**config.mk**
```make
export PLATFORM = sky130hd
export DESIGN_NAME = uart_tx_serializer
export DESIGN_NICKNAME = d
export VERILOG_FILES = /design/src/rtl/uart_pkg.sv /design/src/rtl/uart_baud_gen.sv /design/src/rtl/uart_tx_serializer.sv
export SDC_FILE = /design/constraint.sdc
export NUM_CORES = 1
export LEC_CHECK = 0
export ABC_AREA = 1
export ABC_CLOCK_PERIOD_IN_PS = 1700
export BUFFER_PORTS_ARGS = -buffer_cell sky130_fd_sc_hd__buf_2
export CORE_ASPECT_RATIO = 0.5
export CORE_MARGIN = 1.5
export CORE_UTILIZATION = 50
export CTS_CLUSTER_SIZE = 28
export DETAILED_ROUTE_END_ITERATION = 12
export MAX_ROUTING_LAYER = met4
export PLACE_DENSITY = 0.72
export SLEW_MARGIN = 20
export SYNTH_ARGS = -nofsm -noshare
export SYNTH_HDL_FRONTEND = slang
export SYNTH_SLANG_ARGS = --single-unit
```
**constraint.sdc**
```tcl
create_clock -name CLK -period 1.7 [get_ports CLK]
set_input_delay 0.34 -clock CLK [delete_from_list [all_inputs] [get_ports CLK]]
set_output_delay 0.34 -clock CLK [all_outputs]
set_load 0.01 [all_outputs]
```
**src/rtl/uart_pkg.sv**
```systemverilog
// uart_pkg: shared UART constants, state encoding and bit-period helper,
// used by the transmit and receive blocks.
package uart_pkg;

  localparam int unsigned LP_PRESCALE_W = 16;
  localparam int unsigned LP_BIT_CNT_W  = 4;

  typedef enum logic [2:0] {
    S_IDLE   = 3'd0,
    S_START  = 3'd1,
    S_DATA   = 3'd2,
    S_PARITY = 3'd3,
    S_STOP   = 3'd4
  } uart_state_t;

  // System clocks per UART bit, truncating division
  function automatic int unsigned bit_cycles(input int unsigned sys_clk_hz,
                                             input int unsigned baud);
    return sys_clk_hz / baud;
  endfunction

endpackage

```
**src/rtl/uart_baud_gen.sv**
```systemverilog
// uart_baud_gen: free-running bit-period prescaler with synchronous clear;
// bit_tick marks the last clock of each bit period.
module uart_baud_gen
  import uart_pkg::*;
#(
  parameter int unsigned P_SYS_CLK_HZ = 5000000,
  parameter int unsigned P_BAUD       = 9600
) (
  input  logic CLK,
  input  logic reset,
  input  logic clear,
  output logic bit_tick
);

  localparam int unsigned LP_BIT_CYCLES = bit_cycles(P_SYS_CLK_HZ, P_BAUD);
  localparam logic [LP_PRESCALE_W-1:0] LP_LAST = LP_PRESCALE_W'(LP_BIT_CYCLES - 1);

  logic [LP_PRESCALE_W-1:0] prescale;

  // Prescaler: restart on clear, wrap after the last cycle of a bit
  always_ff @(posedge CLK or posedge reset) begin
    if (reset) begin
      prescale <= '0;
    end else if (clear || bit_tick) begin
      prescale <= '0;
    end else begin
      prescale <= prescale + LP_PRESCALE_W'(1);
    end
  end

  assign bit_tick = (prescale == LP_LAST);

endmodule

```
**src/rtl/uart_tx_serializer.sv**
```systemverilog
// uart_tx_serializer: valid/ready word in, framed LSB-first UART line out.
// Optional even parity bit after the data bits when UART_TX_PARITY_EN is defined.
// Outputs are flops loaded from the next-state view, so they change on the
// accepting edge together with the state.
module uart_tx_serializer
  import uart_pkg::*;
#(
  parameter int unsigned P_UART_WIDTH = 8,
  parameter int unsigned P_BAUD       = 9600,
  parameter int unsigned P_SYS_CLK_HZ = 5000000,
  parameter int unsigned P_STOP_BITS  = 1
) (
  input  logic                    CLK,
  input  logic                    reset,
  input  logic [P_UART_WIDTH-1:0] data_in,
  input  logic                    data_valid,
  output logic                    ready,
  output logic                    serial_out,
  output logic                    busy
);

  localparam logic [LP_BIT_CNT_W-1:0] LP_LAST_BIT  = LP_BIT_CNT_W'(P_UART_WIDTH - 1);
  localparam logic [LP_BIT_CNT_W-1:0] LP_LAST_STOP = LP_BIT_CNT_W'(P_STOP_BITS - 1);

  uart_state_t             state, state_next;
  logic [P_UART_WIDTH-1:0] shift_reg, shift_next;
  logic [LP_BIT_CNT_W-1:0] bit_cnt, bit_cnt_next;
  logic                    bit_tick;
  logic                    accept;
  logic                    serial_d, ready_d, busy_d;

  assign accept = (state == S_IDLE) && ready && data_valid;

  uart_baud_gen #(
    .P_SYS_CLK_HZ (P_SYS_CLK_HZ),
    .P_BAUD       (P_BAUD)
  ) u_baud_gen (
    .CLK      (CLK),
    .reset    (reset),
    .clear    (accept),
    .bit_tick (bit_tick)
  );

`ifdef UART_TX_PARITY_EN
  logic parity_q;

  // Even parity of the accepted word, held for the parity bit
  always_ff @(posedge CLK or posedge reset) begin
    if (reset) begin
      parity_q <= 1'b0;
    end else if (accept) begin
      parity_q <= ^data_in;
    end
  end
`endif

  // State and datapath registers
  always_ff @(posedge CLK or posedge reset) begin
    if (reset) begin
      state     <= S_IDLE;
      shift_reg <= '0;
      bit_cnt   <= '0;
    end else begin
      state     <= state_next;
      shift_reg <= shift_next;
      bit_cnt   <= bit_cnt_next;
    end
  end

  // Next-state, shift register and bit/stop counter
  always_comb begin
    state_next   = state;
    shift_next   = shift_reg;
    bit_cnt_next = bit_cnt;
    case (state)
      S_IDLE: begin
        if (accept) begin
          state_next   = S_START;
          shift_next   = data_in;
          bit_cnt_next = '0;
        end
      end
      S_START: begin
        if (bit_tick) state_next = S_DATA;
      end
      S_DATA: begin
        if (bit_tick) begin
          shift_next = shift_reg >> 1;
          if (bit_cnt == LP_LAST_BIT) begin
            bit_cnt_next = '0;
`ifdef UART_TX_PARITY_EN
            state_next   = S_PARITY;
`else
            state_next   = S_STOP;
`endif
          end else begin
            bit_cnt_next = bit_cnt + LP_BIT_CNT_W'(1);
          end
        end
      end
`ifdef UART_TX_PARITY_EN
      S_PARITY: begin
        if (bit_tick) state_next = S_STOP;
      end
`endif
      S_STOP: begin
        if (bit_tick) begin
          if (bit_cnt == LP_LAST_STOP) begin
            bit_cnt_next = '0;
            state_next   = S_IDLE;
          end else begin
            bit_cnt_next = bit_cnt + LP_BIT_CNT_W'(1);
          end
        end
      end
      default: begin
        state_next = S_IDLE;
      end
    endcase
  end

  // Output values for the state being entered
  always_comb begin
    serial_d = 1'b1;
    ready_d  = (state_next == S_IDLE);
    busy_d   = (state_next != S_IDLE);
    case (state_next)
      S_START:  serial_d = 1'b0;
      S_DATA:   serial_d = shift_next[0];
`ifdef UART_TX_PARITY_EN
      S_PARITY: serial_d = parity_q;
`endif
      default:  serial_d = 1'b1;
    endcase
  end

  // Output registers; reset forces the line high at once
  always_ff @(posedge CLK or posedge reset) begin
    if (reset) begin
      serial_out <= 1'b1;
      ready      <= 1'b0;
      busy       <= 1'b0;
    end else begin
      serial_out <= serial_d;
      ready      <= ready_d;
      busy       <= busy_d;
    end
  end

endmodule

```
==> run summary <==
Syn_area_per_cell -> 7.804 um^2
Antenna diodes -> 0
Most used cell, CP -> nand2_1
Mapped cell area -> 0.002037 mm^2
Final core utilization -> 59.90%
Vias post-DR -> 1708
F_max -> 0.6302 GHz
Psw -> 0.0003296 W
Fin area -> 0.002338 mm^2
Worst reg2reg endpoint -> busy$_DFF_PP0_
Worst r2r src -> u_baud_gen.prescale[0]$_DFF_PP0_
First-pass GRT wire length -> 6734 um
WHS -> 0.1299 ns
Cell Pwr Density -> 758.3 mW/mm^2
Max reg flops -> 16
CTS root buffer -> clkbuf_8
Place WS -> 0.07586 ns
Syn Nets -> 275
Die Wd -> 93.27 um
Synth Area in Compound Gates -> 4.730%
Worst-path clk slew -> 0.08 ns
Tcrit/Tclk final -> 93.34%
DP HPWL -> 3032 um
Critical path, cell by cell -> ha_2 > nand2_2 > clkinv_2 > nand2_1 > nor2_2 > nand3_1 > nand2_1 > nand2_1 > nor2_1 > nand2_1
Lkg Pwr -> 1.159 nW
Clock Skew -> 0.01132 ns
Drt wl/cell -> 12.18 um
Setup crit end -> busy$_DFF_PP0_
Gate power share -> 1.6%
Clock share of power -> 52.8%
Multi-input gate area -> 0.001086 mm^2
CP max FO -> 5
Critical path launch point -> u_baud_gen.prescale[0]$_DFF_PP0_
DP Area -> 0.002188 mm^2
Synth unique cells -> 34
Final Wtd Congestion -> 0.8446
Yosys warnings -> 0
Largest stage delay, worst path -> 0.39 ns
Cells after Synth -> 261
Number of routed nets with antenna violations -> 0
Setup violators final -> 0
Final Hold Violating Endpoints -> 0
Crit end category -> register
Core footprint -> 0.003904 mm^2
Number of global-route vias before repair -> 1480
R2R cell count -> 10
Setup Crit Path Kind -> register to register
Switching fraction of total power -> 18.58%
Status -> finished, final reports clean
Mux contribution to synthesized area -> 0%
Max-Cap Viols -> 0
Flops & latches, synth -> 34
Vias per cell -> 5.038
Boundary pin count -> 14
Fillers -> 351
Flop pwr share -> 45.6%
Min Tclk post-route -> 1.587 ns
Critical path's top delay family -> simple AND/OR/NAND/NOR gates
Min-Delay Path Class -> input port to asynchronous set/reset pin
Largest net degree at the start of global routing -> 35
Layout area overhead -> 14.80%
Die Y -> 48.14 um
Initial antenna violation count -> 0
Worst Path Required -> 1.88 ns
Clock latency on the worst-skew pair -> 0.29 ns
Sink Count -> 34
H-tree levels -> 2
Actual slew at the worst max-slew pin -> 0.4332 ns
WP buf/inv -> 1
Detailed Route WL -> 4129 um
Simple-Gate Fraction of Synth Area -> 44.66%
Total congestion overflow -> 0
Die area -> 0.004489 mm^2
Final worst slack -> 0.1132 ns
Adder-Cell Fraction of Synth Area -> 1.843%
Crit path max-delay cell type -> dfrtp_1
Sequential area share after synthesis -> 41.83%
DRC Markers -> 0
Cell depth of the worst setup path -> 10
Total Routing Usage GR -> 20.59%
Initial core utilization -> 52.18%
Seq. cell area -> 852.1 um^2
Drt first-iter violations -> 75
TritonCTS buffer count -> 5
Share of cells above drive strength 1 -> 24.56%
Net count, final -> 298
Clk buf depth -> 2
Count of input and output buffers -> 13
VDD IR max -> 0.3400 mV
Largest family of logic cells by synthesized area -> simple AND/OR/NAND/NOR gates
CP startpoint kind -> register
Setup Buffers After CTS -> 0
Max Transition Viols Final -> 0
R2r setup slk -> 0.11 ns
CP arrival -> 1.77 ns
Rel. slew slack -> 71.12%
CTS tree -> done
P_int -> 0.001444 W
Row count -> 16
First drt pass iteration count -> 4
Synth Area in XOR/XNOR -> 1.720%
[per-layer routing]
| layer | wire length [um] | global-route usage [%] |
|---|---|---|
| met1 | 2038 | 25.05 |
| met2 | 1880 | 35.07 |
| met3 | 166 | 4.206 |
| met4 | 42 | 8.182 |
| met5 | 0 | - |
[layout by cell type, fill, tap and decap left out]
| cell | Yosys | layout |
|---|---|---|
| nor4_1 | 1 | 1 |
| nor3_2 | 5 | 5 |
| buf_4 | 1 | 5 |
| clkinv_2 | 1 | 1 |
| nand2_4 | 2 | 2 |
| nand2_1 | 76 | 76 |
| inv_1 | 15 | 15 |
| inv_2 | 6 | 6 |
| nand3_1 | 21 | 21 |
| nor2_2 | 4 | 6 |
| clkbuf_8 | 0 | 6 |
| ha_2 | 0 | 1 |
| a21oi_4 | 2 | 2 |
| dfstp_2 | 1 | 1 |
| ha_1 | 3 | 2 |
| xnor2_1 | 1 | 1 |
| nand2_2 | 8 | 8 |
| nand4_1 | 4 | 4 |
| nand3b_1 | 1 | 1 |
| o21bai_1 | 1 | 1 |
| nor3_4 | 1 | 1 |
| o21ai_0 | 1 | 1 |
| o21ai_2 | 1 | 1 |
| nor2_4 | 5 | 5 |
| dfrtp_1 | 33 | 33 |
| and2_1 | 2 | 2 |
| nor2_1 | 41 | 39 |
| buf_2 | 0 | 13 |
| nand3_2 | 4 | 4 |
| nor3b_1 | 2 | 2 |
| a21oi_1 | 7 | 7 |
| bufinv_16 | 0 | 2 |
| nor3_1 | 4 | 4 |
| o21a_1 | 1 | 1 |
| clkinv_1 | 1 | 1 |
| xor2_1 | 3 | 3 |
| nor3b_4 | 1 | 1 |
[worst register-to-register path, cell delays in order (launching register included)]
cell and delay [ns]:
dfrtp_1 0.39, ha_2 0.25, nand2_2 0.09, clkinv_2 0.08, nand2_1 0.06, nor2_2 0.12
nand3_1 0.09, nand2_1 0.09, nand2_1 0.11, nor2_1 0.12, nand2_1 0.07
[metrics by stage]
stage | TNS [ns] | total power (W) | instances
global route | -0.02402 | 0.001822 | 339
global placement | 0 | 0.0008527 | 331
finish | 0 | 0.001773 | 339
floorplan | 0 | 0.0008360 | 261
CTS | 0 | 0.001792 | 339
detailed placement | 0 | 0.0008535 | 331
[cells by family (layout without fill, tap and decap cells)]
logic type                 count (synthesis)  after routing
AOI/OAI and AO/OA                         13             13
xor gates and xnor gates                   4              4
adders and majority gates                  3              3
buffers and inverters                     25             49
DFF                                       34             34
and+or+nand+nor                          182            182
[power by group through the flow]
stage,logic [W],registers (W),clock network (W)
floorplan,0.0000119,0.000824,0
global placement,0.0000286,0.000824,0
detailed placement,0.0000294,0.000824,0
CTS,0.0000296,0.000808,0.000954
global route,0.0000328,0.000808,0.000981
finish,0.0000278,0.000808,0.000937
[layout make-up]
class,count,area share (%)
Inverter,23,3.745
Multi-Input combinational cell,202,46.44
Clock inverter,2,2.568
Sequential cell,34,36.44
Timing Repair Buffer,18,4.387
Tap cell,54,2.889
Clock buffer,6,3.531
[how the worst min path moves through the flow]
stage / depth (start not counted) / end / startpoint / slack [ns]
floorplan: 2 / shift_reg[7]$_DFFE_PP0P_ / shift_reg[7]$_DFFE_PP0P_ / 0.44
global placement: 3 / u_baud_gen.prescale[2]$_DFF_PP0_ / reset / 0.45
detailed placement: 2 / shift_reg[7]$_DFFE_PP0P_ / shift_reg[7]$_DFFE_PP0P_ / 0.47
CTS: 3 / u_baud_gen.prescale[2]$_DFF_PP0_ / reset / 0.16
global route: 3 / u_baud_gen.prescale[10]$_DFF_PP0_ / reset / 0.19
finish: 3 / u_baud_gen.prescale[10]$_DFF_PP0_ / reset / 0.13
[Yosys cell counts]
library cell | count | area (um^2)
a21oi_1 | 7 | 35.03
a21oi_4 | 2 | 32.53
and2_1 | 2 | 12.51
buf_4 | 1 | 7.510
buf_6 | 1 | 11.26
clkinv_1 | 1 | 3.750
clkinv_2 | 1 | 5.000
dfrtp_1 | 33 | 825.8
dfstp_2 | 1 | 26.28
ha_1 | 3 | 37.54
inv_1 | 15 | 56.30
inv_2 | 6 | 22.52
nand2_1 | 76 | 285.3
nand2_2 | 8 | 50.05
nand2_4 | 2 | 22.52
nand3_1 | 21 | 105.1
nand3_2 | 4 | 40.04
nand3b_1 | 1 | 7.510
nand4_1 | 4 | 25.02
nor2_1 | 41 | 153.9
nor2_2 | 4 | 25.02
nor2_4 | 5 | 56.30
nor3_1 | 4 | 20.02
nor3_2 | 5 | 50.05
nor3_4 | 1 | 16.27
nor3b_1 | 2 | 15.01
nor3b_4 | 1 | 18.77
nor4_1 | 1 | 6.260
o21a_1 | 1 | 7.510
o21ai_0 | 1 | 5.000
o21ai_2 | 1 | 8.760
o21bai_1 | 1 | 7.510
xnor2_1 | 1 | 8.760
xor2_1 | 3 | 26.28
[timing repair]
action / in CTS / in global routing
setup endpoints to repair: 0 / 15
gates resized for setup: 0 / 3
hold buffers: 0 / 0
No activity file was read; power rests on OpenSTA's default activity.
